File: config.mk
export PLATFORM = sky130hd
export DESIGN_NAME = measure_result_packer
export DESIGN_NICKNAME = d
export VERILOG_FILES = /design/src/rtl/measure_result_packer.sv
export SDC_FILE = /design/constraint.sdc
export NUM_CORES = 1
export LEC_CHECK = 0
export ABC_AREA = 0
export CAP_MARGIN = 10
export CORE_ASPECT_RATIO = 0.6
export CORE_MARGIN = 1
export CORE_UTILIZATION = 61
export CTS_CLUSTER_SIZE = 16
export DETAILED_ROUTE_END_ITERATION = 8
export GPL_TIMING_DRIVEN = 0
export HOLD_SLACK_MARGIN = 0.12
export PLACE_DENSITY = 0.91
export SLEW_MARGIN = 40
export SYNTH_ARGS = -nofsm -noshare
export SYNTH_HDL_FRONTEND = slang
export SYNTH_SLANG_ARGS = --single-unit
File: constraint.sdc
create_clock -name clk -period 10.5 [get_ports clk]
set_input_delay 2.1 -clock clk [delete_from_list [all_inputs] [get_ports clk]]
set_output_delay 2.1 -clock clk [all_outputs]
set_load 0.03 [all_outputs]
File: src/rtl/measure_result_packer.sv
// measure_result_packer
//   Packs one measurement result (frequency, duty, high/low time) into a byte
//   frame and streams it over a valid/ready byte interface. The frame is
//   HDR0 HDR1 FRAME_TYPE [SEQ] freq[4] duty {4'h0,high}[3] {4'h0,low}[3] CS.
//   Multi-byte fields go MSB first. CS is the modulo-256 sum of FRAME_TYPE
//   through the last low byte. A one-deep pending slot buffers a result that
//   arrives mid-frame. A newer arrival overwrites the slot and counts a drop.
//
// Ports
//   clk       system clock, rising edge
//   rst       synchronous reset, active-high
//   finish    one-cycle pulse, result inputs valid in the same cycle
//   freq_in   measured frequency in Hz (32 bits)
//   duty_in   duty cycle in % (8 bits)
//   high_in   high time in clock cycles (20 bits)
//   low_in    low time in clock cycles (20 bits)
//   tx_data   current frame byte
//   tx_valid  tx_data valid
//   tx_ready  downstream accepts the byte
//   busy      frame in flight or result pending
//   drop_cnt  discarded results, saturating at 255
//
// Configuration
//   PACKER_SEQ_NUM_EN  when defined, a sequence byte follows FRAME_TYPE
//                      (16-byte frames). The sequence byte is included in CS
//                      and advances once per frame started.
module measure_result_packer #(
  parameter logic [7:0] HDR0       = 8'hA5,
  parameter logic [7:0] HDR1       = 8'h5A,
  parameter logic [7:0] FRAME_TYPE = 8'h01
) (
  input  logic        clk,
  input  logic        rst,
  input  logic        finish,
  input  logic [31:0] freq_in,
  input  logic [7:0]  duty_in,
  input  logic [19:0] high_in,
  input  logic [19:0] low_in,
  output logic [7:0]  tx_data,
  output logic        tx_valid,
  input  logic        tx_ready,
  output logic        busy,
  output logic [7:0]  drop_cnt
);

`ifdef PACKER_SEQ_NUM_EN
  localparam int SEQ_BYTES = 1;
`else
  localparam int SEQ_BYTES = 0;
`endif
  localparam int RES_W    = 80;              // {freq, duty, high, low}
  localparam int PL_BYTES = 12 + SEQ_BYTES;  // FRAME_TYPE .. last low byte
  localparam int PL_W     = PL_BYTES * 8;
  localparam int LAST_IDX = PL_BYTES + 2;    // index of CS

  typedef enum logic {IDLE, SEND} state_t;

  state_t             state_q, state_d;
  logic [3:0]         idx_q, idx_d;
  logic               pend_full_q, pend_full_d;
  logic [7:0]         drop_cnt_q, drop_cnt_d;
  logic               tx_valid_q, tx_valid_d;
  logic [7:0]         tx_data_q, tx_data_d;
  logic [RES_W-1:0]   sh_res_q, sh_res_d;
  logic [RES_W-1:0]   pend_res_q, pend_res_d;
  logic [RES_W-1:0]   fin_res, start_res;
  logic [PL_W-1:0]    pl_next;
  logic               xfer, last, start;
`ifdef PACKER_SEQ_NUM_EN
  logic [7:0]         seq_q, seq_d;
  logic [7:0]         sh_seq_q, sh_seq_d;
`endif

  function automatic logic [7:0] sat_inc8(input logic [7:0] v);
    return (v == 8'hFF) ? v : v + 8'd1;
  endfunction

`ifdef PACKER_SEQ_NUM_EN
  function automatic logic [PL_W-1:0] payload(input logic [RES_W-1:0] r,
                                              input logic [7:0] seq);
    return {FRAME_TYPE, seq, r[79:48], r[47:40], 4'h0, r[39:20], 4'h0, r[19:0]};
  endfunction
`else
  function automatic logic [PL_W-1:0] payload(input logic [RES_W-1:0] r);
    return {FRAME_TYPE, r[79:48], r[47:40], 4'h0, r[39:20], 4'h0, r[19:0]};
  endfunction
`endif

  // Byte idx of a frame whose checksummed body is pl (MSB byte first).
  function automatic logic [7:0] frame_byte(input logic [3:0] idx,
                                            input logic [PL_W-1:0] pl);
    logic [7:0] cs;
    cs = 8'h00;
    for (int i = 0; i < PL_BYTES; i++) cs = cs + pl[i*8 +: 8];
    if (idx == 4'd0)                 return HDR0;
    else if (idx == 4'd1)            return HDR1;
    else if (idx == 4'(LAST_IDX))    return cs;
    else                             return pl[(PL_BYTES + 1 - int'(idx))*8 +: 8];
  endfunction

  always_comb begin
    state_d     = state_q;
    idx_d       = idx_q;
    pend_full_d = pend_full_q;
    drop_cnt_d  = drop_cnt_q;
    sh_res_d    = sh_res_q;
    pend_res_d  = pend_res_q;
    fin_res     = {freq_in, duty_in, high_in, low_in};
    start       = 1'b0;
    start_res   = sh_res_q;
    xfer        = tx_valid_q && tx_ready;
    last        = (idx_q == 4'(LAST_IDX));
`ifdef PACKER_SEQ_NUM_EN
    seq_d       = seq_q;
    sh_seq_d    = sh_seq_q;
`endif

    case (state_q)
      IDLE: begin
        if (finish) begin
          start     = 1'b1;
          start_res = fin_res;
        end
      end
      SEND: begin
        if (xfer && last) begin
          // Frame done: chain straight into the next one when anything waits,
          // so tx_valid never drops between frames.
          if (pend_full_q) begin
            start     = 1'b1;
            start_res = pend_res_q;
            if (finish) pend_res_d  = fin_res;
            else        pend_full_d = 1'b0;
          end else if (finish) begin
            start     = 1'b1;
            start_res = fin_res;
          end else begin
            state_d = IDLE;
          end
        end else begin
          if (xfer) idx_d = idx_q + 4'd1;
          if (finish) begin
            pend_res_d  = fin_res;
            pend_full_d = 1'b1;
            if (pend_full_q) drop_cnt_d = sat_inc8(drop_cnt_q);
          end
        end
      end
      default: state_d = IDLE;
    endcase

    // The shadow only loads at a frame start, so it is frozen while in flight.
    if (start) begin
      state_d  = SEND;
      idx_d    = 4'd0;
      sh_res_d = start_res;
`ifdef PACKER_SEQ_NUM_EN
      sh_seq_d = seq_q;
      seq_d    = seq_q + 8'd1;
`endif
    end

`ifdef PACKER_SEQ_NUM_EN
    pl_next = payload(sh_res_d, sh_seq_d);
`else
    pl_next = payload(sh_res_d);
`endif
    tx_valid_d = (state_d == SEND);
    tx_data_d  = tx_valid_d ? frame_byte(idx_d, pl_next) : 8'h00;
  end

  // Control registers
  always_ff @(posedge clk) begin
    if (rst) begin
      state_q     <= IDLE;
      idx_q       <= 4'd0;
      pend_full_q <= 1'b0;
      drop_cnt_q  <= 8'd0;
      tx_valid_q  <= 1'b0;
      tx_data_q   <= 8'h00;
`ifdef PACKER_SEQ_NUM_EN
      seq_q       <= 8'd0;
`endif
    end else begin
      state_q     <= state_d;
      idx_q       <= idx_d;
      pend_full_q <= pend_full_d;
      drop_cnt_q  <= drop_cnt_d;
      tx_valid_q  <= tx_valid_d;
      tx_data_q   <= tx_data_d;
`ifdef PACKER_SEQ_NUM_EN
      seq_q       <= seq_d;
`endif
    end
  end

  // Result storage; meaningful only while the matching control flag says so
  always_ff @(posedge clk) begin
    sh_res_q   <= sh_res_d;
    pend_res_q <= pend_res_d;
`ifdef PACKER_SEQ_NUM_EN
    sh_seq_q   <= sh_seq_d;
`endif
  end

  assign tx_data  = tx_data_q;
  assign tx_valid = tx_valid_q;
  assign busy     = (state_q == SEND) || pend_full_q;
  assign drop_cnt = drop_cnt_q;

endmodule

==> results.md <==
* Run status: finished with violations
* Violated checks: DRC
* Final core occ at 76.44%
* Cell depth of the worst setup path at 25
* Reg2Reg Setup Slack at 2810 ps
* Ys async rst share at 0%
* P_int at 0.002115 W
* Clock Sink Count at 182
* Min Tclk post-route at 8566 ps
* Initial antenna violation count at 0
* CP Launch Type: primary input
* Worst hold path depth at 2
* Synth unique cells at 80
* Area of the multi-input gates at 4038 um2
* Pwr Density at 316.4 nW/um2
* Post-CTS Setup Inserts at 0
* Hold buffer count at CTS at 0
* Die area at 15,520 um2
* First-pass GRT wire length at 42,200 um
* Worst-Margin Slew at 992.7 ps
* Slowest CP cell: clkbuf_1
* CP peak stage delay at 570 ps
* HP Class: register to register
* Endpoints failing setup at 0
* Max_slew headroom at 33.12%
* Yosys reg bits at 182
* Syn nets at 971
* Number of cell rows at 34
* Drc violations at 5
* Part of the power in registers at 23.4%
* R2R Path Start: idx_q[0]$_SDFF_PP0_
* Most frequent cells in the layout: 116 x inv_1, 102 x dfxtp_1, 99 x clkdlybuf4s50_1
* Setup TNS at 0 ps
* Final Max Slew Viols at 0
* CTS tree: yes
* Vias in the first global route at 7,402
* Critical Path End Type: register
* Fin crit share at 81.58%
* DRT iter0 DRCs at 975
* N_diodes at 0
* Root Driver: clkbuf_16
* Combinational share of power at 57.4%
* Worst hold start: sh_res_q[50]$_DFF_P_
* Leak at 4.446 nW
* Worst-path clk slew at 80 ps
* Number of buffers created by CTS at 17
* Buf/Inv on CP at 7
* Filler cells at 932
* Die X at 160.2 um
* Drt first pass iters at 9
* H-tree depth at 4
* DR vias at 7,354
* Sw Ratio at 40.07%
* Syn avg cell area at 11.18 um2
* Crit Reg-Reg Endpoint: tx_data[7]$_SDFF_PP0_
* Critical path class: primary input to register
* CP most frequent cell: fa_1
* WL per Instance at 23.37 um
* Hpwl dp at 20,120 um
* Final Hold Vio Count at 0
* Worst EP required at 10,830 ps
* WHS Endpoint: sh_res_q[50]$_DFF_P_
* CP arrival at 8900 ps
* Share of cells above drive strength 1 at 10.34%
* Remaining antenna violation count at 0
* Clock Power Share at 19.2%
* Grt ovf at 0
* Syn. warnings at 0
* Worst-case clock buffer depth at 2
* RSZ-0062 raised after global routing: false
* Via density at 6.367
* Register area at 4444 um2
* Critical-path maximum fanout at 10
* Cells resized by post-CTS repair at 0
* R2R cell count at 26
* P_sw at 0.001414 W
* Core Region at 14,590 um2
* Final WL at 26,990 um
* Commonest non-fill, non-tap cell in the layout: inv_1
* I/O pin count at 102
* Die Ht at 96.90 um
* Post-synth top flop: dfxtp_1
* Delay-heaviest family, CP: adder cells
* Worst-Skew Late Latency at 450 ps
* Setup Skew at 19.24 ps
* Initial core utilization at 62.75%
* Number of synthesized flops with an enable pin at 80
* Synth Cell Area at 9156 um2
* RePlAce Congestion at 0.9867
* Synth Instances at 819
* Register area share after synthesis at 48.54%
* Peak Freq at 116.7 MHz
* Largest net degree at the start of global routing at 23
* Layout area overhead at 21.81%
* Max VDD drop at 0.4044 mV
* Final net count at 1,096
* GRT Resource Usage Total at 36.40%
* Max Cap Viol at 0
* I/O Buffers at 99
==> tightest hold or removal path: stages, from the launching register on <==
cell and delay, ps:
dfxtp_1 320, a222oi_1 80, inv_1 60
==> per-layer routing <==
layer	vias to the layer above	routed length, um	global-route usage, %
met2	510	11240	51.77
met3	59	3738	12.09
met4	0	607	9.963
li1	3200	-	-
met5	-	0	0
met1	3585	11400	53.20
==> synth_stat cells, types with 3 or more instances <==
| master | n | area share (%) |
|---|---|---|
| ha_1 | 18 | 2.5 |
| o31ai_1 | 3 | 0.25 |
| mux4_2 | 3 | 0.74 |
| o211ai_1 | 3 | 0.25 |
| a21oi_1 | 31 | 1.7 |
| buf_4 | 8 | 0.66 |
| buf_6 | 4 | 0.49 |
| o21ai_0 | 20 | 1.1 |
| xnor2_1 | 17 | 1.6 |
| mux2_2 | 5 | 0.61 |
| o22ai_1 | 42 | 2.9 |
| a211oi_1 | 5 | 0.41 |
| buf_1 | 4 | 0.16 |
| buf_2 | 18 | 0.98 |
| o221ai_1 | 5 | 0.48 |
| a2bb2oi_1 | 6 | 0.57 |
| o221ai_2 | 3 | 0.49 |
| nor3_1 | 10 | 0.55 |
| or3_1 | 10 | 0.68 |
| fa_1 | 50 | 11 |
| nand2_1 | 45 | 1.8 |
| xor2_1 | 8 | 0.77 |
| nand3_1 | 7 | 0.38 |
| nor2_1 | 52 | 2.1 |
| and3_1 | 3 | 0.20 |
| edfxtp_1 | 80 | 26 |
| clkbuf_1 | 11 | 0.45 |
| a222oi_1 | 27 | 3.0 |
| inv_1 | 116 | 4.8 |
| dfxtp_1 | 102 | 22 |
| a31oi_1 | 9 | 0.61 |
| o22a_1 | 11 | 1.1 |
| o21a_1 | 4 | 0.33 |
| o21ai_1 | 7 | 0.38 |
| mux2i_1 | 9 | 0.98 |
| a21o_1 | 3 | 0.25 |
| a221oi_1 | 3 | 0.29 |
| nand4_1 | 6 | 0.41 |
==> layout make-up <==
type	instances	area share, %
plain buffers	45	2.255
clock buffers	17	3.814
clock inverters	15	1.918
inverters	117	3.938
multi-input cells	475	36.20
flip-flops and latches	182	39.85
well taps	198	2.221
repair buffers	106	9.805
==> cells by family after synthesis <==
| group | share of synthesized area (%) |
|---|---|
| AOI/OAI and AO/OA | 17.23 |
| xor gates and xnor gates | 3.061 |
| adders and majority gates | 13.39 |
| buffers and inverters | 7.543 |
| DFF | 48.54 |
| muxes | 2.337 |
| and+or+nand+nor | 7.899 |
==> flip-flops by register name (all words and copies together), names as in the netlist <==
name,flops
pend_res_q,80
drop_cnt,8
tx_data,8
tx_valid,1
sh_res_q,80
pend_full_q,1
idx_q,4
==> through the flow <==
step                power, W  setup slack [ps]  cells  cell area [um2]  hold WS (ps)
finish              0.003529              1934   1155            11150         479.7
CTS                 0.003514              2108   1155            11140         478.9
global placement    0.002782              1731   1116            10400         456.1
detailed placement  0.002809              1705   1123            10510         450.1
global route        0.003849              1602   1155            11150         510.9
floorplan           0.002361              2676    819             9156         426.4
==> how the worst max path moves through the flow <==
stage	from	end	slack, ps
detailed placement	tx_ready	tx_data[7]$_SDFF_PP0_	1710
CTS	tx_ready	tx_data[7]$_SDFF_PP0_	2110
global route	tx_ready	tx_data[7]$_SDFF_PP0_	1600
global placement	tx_ready	tx_data[7]$_SDFF_PP0_	1730
floorplan	tx_ready	tx_data[7]$_SDFF_PP0_	2680
finish	tx_ready	tx_data[7]$_SDFF_PP0_	1930
==> power by group through the flow <==
stage | clock network (W) | registers (W) | logic (W)
3_3_place_gp | 0 | 0.000838 | 0.00194
2_1_floorplan | 0 | 0.000838 | 0.00152
4_1_cts | 0.000675 | 0.000824 | 0.00202
6_report | 0.000678 | 0.000825 | 0.00203
3_5_place_dp | 0 | 0.000839 | 0.00197
5_1_grt | 0.000707 | 0.000829 | 0.00231
No activity file was read; power rests on OpenSTA's default activity.
